$ cat src/rtl/pcie_merge.sv
// pcie_merge_fifo: generic circular FIFO with synchronous clear; head is the oldest word.
// Latency: a word written at edge N is visible at head after edge N.
// Backpressure: none internally; the caller must gate push/pop using count.
module pcie_merge_fifo #(
  parameter int W     = 6,
  parameter int DEPTH = 4,
  parameter int AW    = 2
) (
  input  logic          clk,
  input  logic          reset,
  input  logic          clr,
  input  logic          push,
  input  logic          pop,
  input  logic [W-1:0]  din,
  output logic [W-1:0]  head,
  output logic [AW:0]   count
);

  logic [W-1:0]  mem [DEPTH];
  logic [AW-1:0] wr_ptr;
  logic [AW-1:0] rd_ptr;

  assign head = mem[rd_ptr];

  // Pointers and occupancy; reset and clear both empty the queue.
  always_ff @(posedge clk or posedge reset) begin
    if (reset) begin
      wr_ptr <= '0;
      rd_ptr <= '0;
      count  <= '0;
    end else if (clr) begin
      wr_ptr <= '0;
      rd_ptr <= '0;
      count  <= '0;
    end else begin
      if (push) wr_ptr <= wr_ptr + 1'b1;
      if (pop)  rd_ptr <= rd_ptr + 1'b1;
      count <= count + {{AW{1'b0}}, push} - {{AW{1'b0}}, pop};
    end
  end

  // Storage array; contents are don't-care while count says the slot is empty.
  always_ff @(posedge clk) begin
    if (push && !clr) mem[wr_ptr] <= din;
  end

endmodule

// pcie_merge: merges two 6-bit word streams (D0/D1) into one output queue, round-robin.
// Latency: push->eligible 1 edge, transfer 1 edge, pop->data_out 1 edge (registered).
// Backpressure: pausa0/1 raised at the programmable threshold; overflow/underflow go to sticky ERROR.
module pcie_merge (
  input  logic       clk,
  input  logic       reset,
  input  logic       init,
  input  logic [1:0] umbral_alto,
  input  logic [5:0] data_in0,
  input  logic [5:0] data_in1,
  input  logic       push0,
  input  logic       push1,
  input  logic       pop,
  output logic [5:0] data_out,
  output logic       valid_out,
  output logic       pausa0,
  output logic       pausa1,
  output logic       empty_out,
  output logic       idle_out,
  output logic       active_out,
  output logic       error_out
);

  typedef enum logic [2:0] {
    S_RESET  = 3'd0,
    S_INIT   = 3'd1,
    S_IDLE   = 3'd2,
    S_ACTIVE = 3'd3,
    S_ERROR  = 3'd4
  } state_t;

  state_t     state;
  state_t     state_nxt;
  logic [1:0] umbral_q;
  logic       last_grant;   // 1 = D1 was granted last

  logic [2:0] cnt0, cnt1;
  logic [3:0] cnto;
  logic [5:0] head0, head1, heado;

  logic       op, clr;
  logic       wr0, wr1, err0, err1;
  logic       pop_ok, pop_err;
  logic       ne0, ne1, grant1, xfer, rd0, rd1;
  logic [2:0] n0, n1, n0_eff, n1_eff, thr;
  logic [3:0] no;
  logic       any_nz, err_evt;

  // Only IDLE and ACTIVE act on push/pop; INIT empties every queue.
  assign op  = (state == S_IDLE) || (state == S_ACTIVE);
  assign clr = (state == S_INIT);

  // Push and pop qualification is against the count at cycle start.
  assign wr0     = op && push0 && (cnt0 != 3'd4);
  assign wr1     = op && push1 && (cnt1 != 3'd4);
  assign err0    = op && push0 && (cnt0 == 3'd4);
  assign err1    = op && push1 && (cnt1 == 3'd4);
  assign pop_ok  = op && pop && (cnto != 4'd0);
  assign pop_err = op && pop && (cnto == 4'd0);
  assign err_evt = err0 || err1 || pop_err;

  // Round-robin: a lone non-empty source wins; on a tie the one not granted last wins.
  assign ne0    = (cnt0 != 3'd0);
  assign ne1    = (cnt1 != 3'd0);
  assign grant1 = ne1 && (!ne0 || !last_grant);
  // A full output queue still accepts a word when a pop frees the head this cycle.
  assign xfer   = op && (ne0 || ne1) && ((cnto != 4'd8) || pop);
  assign rd0    = xfer && !grant1;
  assign rd1    = xfer && grant1;

  // Post-update occupancies drive next state and the pause flags.
  assign n0     = cnt0 + {2'b00, wr0} - {2'b00, rd0};
  assign n1     = cnt1 + {2'b00, wr1} - {2'b00, rd1};
  assign no     = cnto + {3'b000, xfer} - {3'b000, pop_ok};
  assign n0_eff = clr ? 3'd0 : n0;
  assign n1_eff = clr ? 3'd0 : n1;
  assign any_nz = (n0 != 3'd0) || (n1 != 3'd0) || (no != 4'd0);
  assign thr    = (umbral_q == 2'd0) ? 3'd4 : {1'b0, umbral_q};

  assign empty_out = (cnto == 4'd0);

  pcie_merge_fifo #(.W(6), .DEPTH(4), .AW(2)) u_fifo0 (
    .clk(clk), .reset(reset), .clr(clr), .push(wr0), .pop(rd0),
    .din(data_in0), .head(head0), .count(cnt0)
  );

  pcie_merge_fifo #(.W(6), .DEPTH(4), .AW(2)) u_fifo1 (
    .clk(clk), .reset(reset), .clr(clr), .push(wr1), .pop(rd1),
    .din(data_in1), .head(head1), .count(cnt1)
  );

  pcie_merge_fifo #(.W(6), .DEPTH(8), .AW(3)) u_fifoo (
    .clk(clk), .reset(reset), .clr(clr), .push(xfer), .pop(pop_ok),
    .din(grant1 ? head1 : head0), .head(heado), .count(cnto)
  );

  // Next-state selection; ERROR is left only through init or reset.
  always_comb begin
    state_nxt = state;
    case (state)
      S_RESET:  state_nxt = init ? S_INIT : S_RESET;
      S_INIT:   state_nxt = init ? S_INIT : S_IDLE;
      S_IDLE,
      S_ACTIVE: begin
        if (err_evt)     state_nxt = S_ERROR;
        else if (any_nz) state_nxt = S_ACTIVE;
        else             state_nxt = S_IDLE;
      end
      S_ERROR:  state_nxt = init ? S_INIT : S_ERROR;
      default:  state_nxt = S_RESET;
    endcase
  end

  // State register plus all registered outputs, configuration and arbiter memory.
  always_ff @(posedge clk or posedge reset) begin
    if (reset) begin
      state      <= S_RESET;
      data_out   <= 6'd0;
      valid_out  <= 1'b0;
      pausa0     <= 1'b0;
      pausa1     <= 1'b0;
      idle_out   <= 1'b0;
      active_out <= 1'b0;
      error_out  <= 1'b0;
      umbral_q   <= 2'd3;
      last_grant <= 1'b1;
    end else begin
      state      <= state_nxt;
      idle_out   <= (state_nxt == S_IDLE);
      active_out <= (state_nxt == S_ACTIVE);
      error_out  <= (state_nxt == S_ERROR);
      valid_out  <= pop_ok;
      if (pop_ok) data_out <= heado;
      if (xfer)   last_grant <= grant1;
      if (clr)    umbral_q <= umbral_alto;
      pausa0     <= (n0_eff >= thr);
      pausa1     <= (n1_eff >= thr);
    end
  end

endmodule

$ cat config.mk
export PLATFORM = sky130hd
export DESIGN_NAME = pcie_merge
export DESIGN_NICKNAME = d
export VERILOG_FILES = /design/src/rtl/pcie_merge.sv
export SDC_FILE = /design/constraint.sdc
export NUM_CORES = 1
export LEC_CHECK = 0
export CAP_MARGIN = 20
export CORE_MARGIN = 1
export CORE_UTILIZATION = 40
export CTS_BUF_LIST = sky130_fd_sc_hd__clkbuf_4 sky130_fd_sc_hd__clkbuf_8 sky130_fd_sc_hd__clkbuf_16
export CTS_CLUSTER_DIAMETER = 120
export CTS_CLUSTER_SIZE = 25
export DETAILED_ROUTE_END_ITERATION = 10
export PLACE_DENSITY_LB_ADDON = 0.15
export SLEW_MARGIN = 20
export SYNTH_ARGS = -nofsm -noshare
export SYNTH_HDL_FRONTEND = slang
export SYNTH_SLANG_ARGS = --single-unit
$ cat constraint.sdc
create_clock -name clk -period 6 [get_ports clk]
set_input_delay 0.6 -clock clk [delete_from_list [all_inputs] [get_ports clk]]
set_output_delay 0.6 -clock clk [all_outputs]
set_load 0.01 [all_outputs]
==> reports/results.txt, run 1 <==
Final WS setup -> 2175 ps
Min Clock Period, post-route -> 3825 ps
CTS H-tree depth -> 4
CP max-delay cell -> nor4b_1
part of the Yosys area used for sequential elements -> 0.6545
Top FF cell, synth -> edfxtp_1
most frequent cells after synthesis -> edfxtp_1, dfrtp_1, nand2_1, ha_1, inv_1
vias in the first global route -> 3206
CTS tree -> done
final wirelength -> 10570 µm
EDFF count, synth -> 96
Slew @ Worst Pin -> 982.4 ps
Overflow after GRT -> 0
Rel. slew slack -> 0.3400
# diodes -> 0
leakage -> 2.698 nW
die area -> 15530 µm²
Root Driver -> clkbuf_16
utilization after layout -> 0.4871
Via density -> 5.035
clock skew -> 8.408 ps
fillers -> 1235
Worst Path Required -> 6300 ps
Syn Area/Cell -> 15.46 µm²
met1 Usage GRT -> 0.1978
area share of the leading cell type in the synthesized netlist -> 0.4792
CP arrival -> 4130 ps
final antenna-violating net count -> 0
setup TNS -> 0 ps
placer congestion estimate -> 0.7172
Adder-Cell Fraction of Synth Area -> 0.06406
crit-path cells -> clkdlybuf4s50_1 -> nor4b_1 -> a211oi_2 -> inv_1 -> nor2_1 -> ha_1 -> inv_1 -> ha_1 -> inv_1 -> fa_1 -> xnor3_4 -> nor2_1 -> ha_1 -> a21o_1
postcts setup bufs -> 0
post-route cell area -> 7107 µm²
DP Area -> 6521 µm²
Core ar. -> 14590 µm²
Final Cycle Share -> 0.6375
GRT busiest layer -> met2
pre-CTS WS -> 1746 ps
final hold vios -> 0
Synth Area in Simple Gates -> 0.09027
total CTS buffers -> 17
Area Growth Syn to Fin -> 18.14%
Longest Clk Path Bufs -> 2
clock transition at the registers of the reported paths -> 60 ps
Mapped Cells -> 389
CP Capture Type -> flip-flop
Final HPWL DP -> 7218 µm
status -> completed
num rows -> 44
Yosys top cell by area -> edfxtp_1
mux cell area share after synthesis -> 0.1082
initial antenna violation count -> 0
via count -> 3152
Top Ports -> 33
die height -> 124.6 µm
CTS Sinks -> 138
drt pass-1 iters -> 4
PD cells -> 536.7 nW/µm²
flops & latches, synth -> 138
layout cell share with drive strength beyond 1 -> 0.1719
kind of start point of the critical path -> input port
GR met2 Demand/Resource -> 0.2268
total power -> 3.814 mW
Yosys cell types -> 50
DRC Markers -> 0
count leader, synth -> edfxtp_1
final non-filler cell total -> 626
maxcap violations -> 0
ys async rst share -> 0.3043
Synth Area in Compound Gates -> 0.04014
first-pass GRT wire length -> 17150 µm
final setup fails -> 0
Min-Delay Path Class -> flip-flop to flip-flop
Netlist Area Pre-Place -> 6016 µm²
Die W -> 124.6 µm
worst-skew pair later-pin latency -> 410 ps
WHS -> 500.0 ps
Final nets -> 478
Fmax -> 261.4 MHz
VDD IR max -> 0.2202 mV
PortBufs -> 32
Yosys Warn Count -> 0
Syn Nets -> 438
final-report max-slew violation count -> 0
DRT iter0 DRCs -> 196
CTS Hold Bufs -> 0
# resized after CTS -> 0
Tot GR Track Use -> 0.1478
largest family of logic cells by synthesized area -> multiplexers
WL/cell -> 16.88 µm
maximum fanout along the worst path -> 13
Global Route met3 Usage -> 0.04081
Post-Synth XOR/XNOR Area -> 0.01539
unrepaired setup endpoints after global routing -> no
Worst path max stage delay -> 750 ps
initial core utilization -> 0.4123
Area contributors post-synth -> edfxtp_1, dfrtp_1, mux4_2
kind of critical path -> input port to flip-flop
Post-Place Cells -> 593
largest net degree at the start of global routing -> 43
## worst paths after layout
check / start / endpoint / slack, ps / cells past startpoint
max reg2reg: u_fifoo.count[2] / pausa0 / 2250 / 15
min in group asynchronous: reset / state[1] / 710 / 2
min reg2reg: umbral_q[0] / umbral_q[0] / 500 / 2
min: umbral_q[0] / umbral_q[0] / 500 / 2
max in group asynchronous: reset / u_fifoo.wr_ptr[2] / 4730 / 2
max: pop / pausa0 / 2170 / 14
## layer usage
metal	wire [µm]	vias to the layer above
li1	-	1518
met1	5184	1566
met2	4907	57
met3	298	11
met4	176	0
met5	0	-
## cell type report
cell class                      instances  area (µm²)  share of cell area
Timing Repair Buffer                   36       347.8             0.04894
Clock inverter                          7       63.81            0.008979
Sequential cell                       138        3938              0.5540
Multi-Input combinational cell        210        1913              0.2692
Inverter                               26       97.59             0.01373
Tap cell                              184       230.2             0.03239
Clock buffer                           25       516.7             0.07271
## state kept, by name, indices dropped and copies added, names as in the netlist, 3 cells and up
name and cells:
u_fifoo.wr_ptr 3, u_fifo1.mem 24, u_fifoo.mem 48, state 3, data_out 6, u_fifoo.rd_ptr 3
u_fifo0.count 3, u_fifoo.count 4, u_fifo1.count 3, u_fifo0.mem 24
## cell usage in the layout (no fill, tap or decap), types with 3 or more instances in the layout
cell type / instances
inv_1: 25
mux4_2: 24
clkdlybuf4s50_1: 32
nor2_1: 23
clkinv_2: 4
fa_1: 3
dfrtp_1: 39
edfxtp_1: 96
ha_1: 26
nand3_1: 5
and2_1: 9
clkbuf_4: 3
buf_4: 3
clkbuf_8: 5
a21o_1: 5
nor4b_1: 3
mux2i_1: 11
dfstp_2: 3
o21ai_0: 8
a21oi_1: 11
nand2_1: 38
xnor2_1: 4
clkbuf_16: 17
nor3_1: 5
## logic make-up (layout without fill, tap and decap cells)
family,Yosys count,in the layout
fa+ha+maj,29,29
mux,35,35
buf+inv,41,94
xor+xnor,7,7
simple gates,105,105
compound gates,34,34
flops,138,138
## report_power, final
| part | internal, mW | leakage, nW | switching, mW | total, mW |
|---|---|---|---|---|
| registers | 1.34 | 1.40 | 0.181 | 1.52 |
| logic | 0.593 | 1.01 | 0.699 | 1.29 |
| clock network | 0.636 | 0.294 | 0.369 | 1.00 |
## worst max-delay path, delay by kind of cell
| kind | cells | cell delay (ps) |
|---|---|---|
| AOI/OAI and AO/OA | 2 | 300 |
| xor gates and xnor gates | 1 | 330 |
| adders and majority gates | 4 | 1050 |
| buffers and inverters | 4 | 880 |
| and+or+nand+nor | 3 | 980 |
Power figures use the tool's default switching activity.
==> run 2: changes to the inputs <==
==> constraint.sdc (replaced) <==
create_clock -name clk -period 3.2 [get_ports clk]
set_input_delay 0.32 -clock clk [delete_from_list [all_inputs] [get_ports clk]]
set_output_delay 0.32 -clock clk [all_outputs]
set_load 0.01 [all_outputs]
==> reports/results.txt, run 2 (synthesis gave the netlist of run 1 again) <==
maxcap violations -> 0 (unchanged)
die height -> 124.6 µm (unchanged)
via count -> 3212 (was 3152)
PortBufs -> 32 (unchanged)
Root Driver -> clkbuf_16 (unchanged)
first-pass GRT wire length -> 17710 µm (was 17150 µm)
Post-Place Cells -> 612 (was 593)
kind of critical path -> flip-flop to flip-flop (was input port to flip-flop)
Worst Path Required -> 3510 ps (was 6300 ps)
final antenna-violating net count -> 0 (unchanged)
PD cells -> 1025 nW/µm² (was 536.7 nW/µm²)
CTS Sinks -> 138 (unchanged)
Sw Ratio -> 0.3266 (was 0.3274)
post-route cell area -> 7353 µm² (was 7107 µm²)
final setup fails -> 0 (unchanged)
Psw -> 2.461 mW (was 1.249 mW)
maximum fanout along the worst path -> 5 (was 13)
total CTS buffers -> 17 (unchanged)
CP Capture Type -> flip-flop (unchanged)
die area -> 15530 µm² (unchanged)
Tot GR Track Use -> 0.1528 (was 0.1478)
DP Area -> 6675 µm² (was 6521 µm²)
Int Power -> 5.075 mW (was 2.566 mW)
met2 wire len -> 5308 µm (was 4907 µm)
Die W -> 124.6 µm (unchanged)
crit-path cells -> or3_4 -> a2111oi_4 -> ha_1 -> inv_1 -> ha_1 -> inv_1 -> fa_1 -> nor2_1 -> ha_1 -> a21o_1 -> a21o_1 (was clkdlybuf4s50_1 -> nor4b_1 -> a211oi_2 -> inv_1 -> nor2_1 -> ha_1 -> inv_1 -> ha_1 -> inv_1 -> fa_1 -> xnor3_4 -> nor2_1 -> ha_1 -> a21o_1)
Top Ports -> 33 (unchanged)
Crit. Startpoint -> u_fifo0.count[2] (was pop)
final-report max-slew violation count -> 0 (unchanged)
Met3 Wirelength -> 329 µm (was 298 µm)
Fmax -> 327.5 MHz
clock share of power -> 0.269 (was 0.263)
largest net degree at the start of global routing -> 43 (unchanged)
Final HPWL DP -> 7467 µm (was 7218 µm)
final wirelength -> 10840 µm (was 10570 µm)
initial antenna violation count -> 0 (unchanged)
final hold vios -> 0 (unchanged)
Final nets -> 497 (was 478)
final non-filler cell total -> 645 (was 626)
DRT iter0 DRCs -> 154 (was 196)
Min-Delay Path Class -> input port to flip-flop (was flip-flop to flip-flop)
initial core utilization -> 0.4123 (unchanged)
# diodes -> 0 (unchanged)
placer congestion estimate -> 0.7434 (was 0.7172)
Area Growth Syn to Fin -> 22.23% (was 18.14%)
setup TNS -> 0 ps (unchanged)
unrepaired setup endpoints after global routing -> no (unchanged)
WL/cell -> 16.80 µm (was 16.88 µm)
num rows -> 44 (unchanged)
layout cell share with drive strength beyond 1 -> 0.2364 (was 0.1719)
Final Cycle Share -> 0.9543
Longest Clk Path Bufs -> 2 (unchanged)
VDD IR max -> 0.3882 mV (was 0.2202 mV)
kind of start point of the critical path -> flip-flop (was input port)
worst-skew pair later-pin latency -> 420 ps (was 410 ps)
Crit path depth -> 11 (was 14)
Core ar. -> 14590 µm² (unchanged)
CTS H-tree depth -> 4 (unchanged)
DRC Markers -> 0 (unchanged)
Crit path top cell by count -> ha_1
clock skew -> 8.136 ps (was 8.408 ps)
share of power burned in registers -> 0.378 (was 0.398)
clock transition at the registers of the reported paths -> 60 ps (about the same)
CTS tree -> done (unchanged)
CTS Hold Bufs -> 0 (unchanged)
Min Clock Period, post-route -> 3054 ps
Rel. slew slack -> 0.3927 (was 0.3400)
drt pass-1 iters -> 4 (unchanged)
CP arrival -> 3360 ps (was 4130 ps)
Via density -> 4.980 (was 5.035)
Reg2Reg Depth -> 11 (was 15)
utilization after layout -> 0.5040 (was 0.4871)
pre-CTS WS -> -111.7 ps (was 1746 ps)
HP Start -> umbral_alto[0] (was umbral_q[0])
Overflow after GRT -> 0 (unchanged)
Final WS setup -> 146.2 ps (was 2175 ps)
Worst R2R Start -> u_fifo0.count[2] (was u_fifoo.count[2])
most frequent cells in the layout -> edfxtp_1, nand2_1, dfrtp_1 (was edfxtp_1, dfrtp_1, nand2_1)
combinational power share -> 0.353 (was 0.339)
total power -> 7.536 mW (was 3.814 mW)
vias in the first global route -> 3259 (was 3206)
WHS -> 411.7 ps (was 500.0 ps)
Buf+Inv Stages, Crit Path -> 2 (was 4)
status -> completed (unchanged)
Hold Path Depth -> 3 (was 2)
Routed met1 length -> 5065 µm (was 5184 µm)
highest metal used -> met4 (unchanged)
max reg flops -> 48 (unchanged)
leakage -> 2.799 nW (was 2.698 nW)
largest registers -> u_fifoo.mem (48), u_fifo0.mem (24), u_fifo1.mem (24) (unchanged)
Worst path max stage delay -> 500 ps (was 750 ps)
commonest non-fill, non-tap cell in the layout -> edfxtp_1 (unchanged)
Slew @ Worst Pin -> 911.0 ps (was 982.4 ps)
CP delay by family, top -> adder cells (unchanged)
CP max-delay cell -> fa_1 (was nor4b_1)
Reg with most FFs -> u_fifoo.mem (unchanged)
## run 2: worst register-to-register path, stage by stage, from the launching register on
cell       delay (ps)
dfrtp_1           420
or3_4             440
a2111oi_4         390
ha_1              290
inv_1              60
ha_1              130
inv_1              50
fa_1              500
nor2_1             70
ha_1              300
a21o_1            150
a21o_1            160
## run 2: power groups by stage
stage	clock [mW]	sequential [mW]	combinational, mW
final	2.03	2.85	2.66
after global routing	2.15	2.91	2.99
after CTS	2.07	2.85	2.62
after detailed placement	0	2.89	2.61
after global placement	0	2.87	2.55
after floorplan	0	2.74	1.84
## run 2: layout make-up
cell class                      count  area (µm²)
Inverter                           26       97.59
Timing Repair Buffer               55       493.0
Sequential cell                   138        3939
Tap cell                          184       230.2
Fill cell                        1209        7236
Multi-Input combinational cell    210        1971
Clock inverter                     10       141.4
Clock buffer                       22       481.7
## run 2: repair_timing
item,4_1_cts,5_1_grt
buffers inserted,0,1
endpoints found under the setup margin,0,5
resized for setup,0,15
## run 2: final timing paths
path	to	slack, ps
hold reg to reg	umbral_q[0]	500
hold / removal	umbral_q[0]	410
setup reg to reg	pausa1	150
setup / recovery	pausa1	150
min in group asynchronous	state[1]	420
max in group asynchronous	u_fifoo.count[1]	2140
## run 2: metal layers
layer	GRT usage	vias up
li1	-	1555
met1	0.1982	1608
met2	0.2428	41
met3	0.04811	8
met4	0.05103	0
met5	0	-
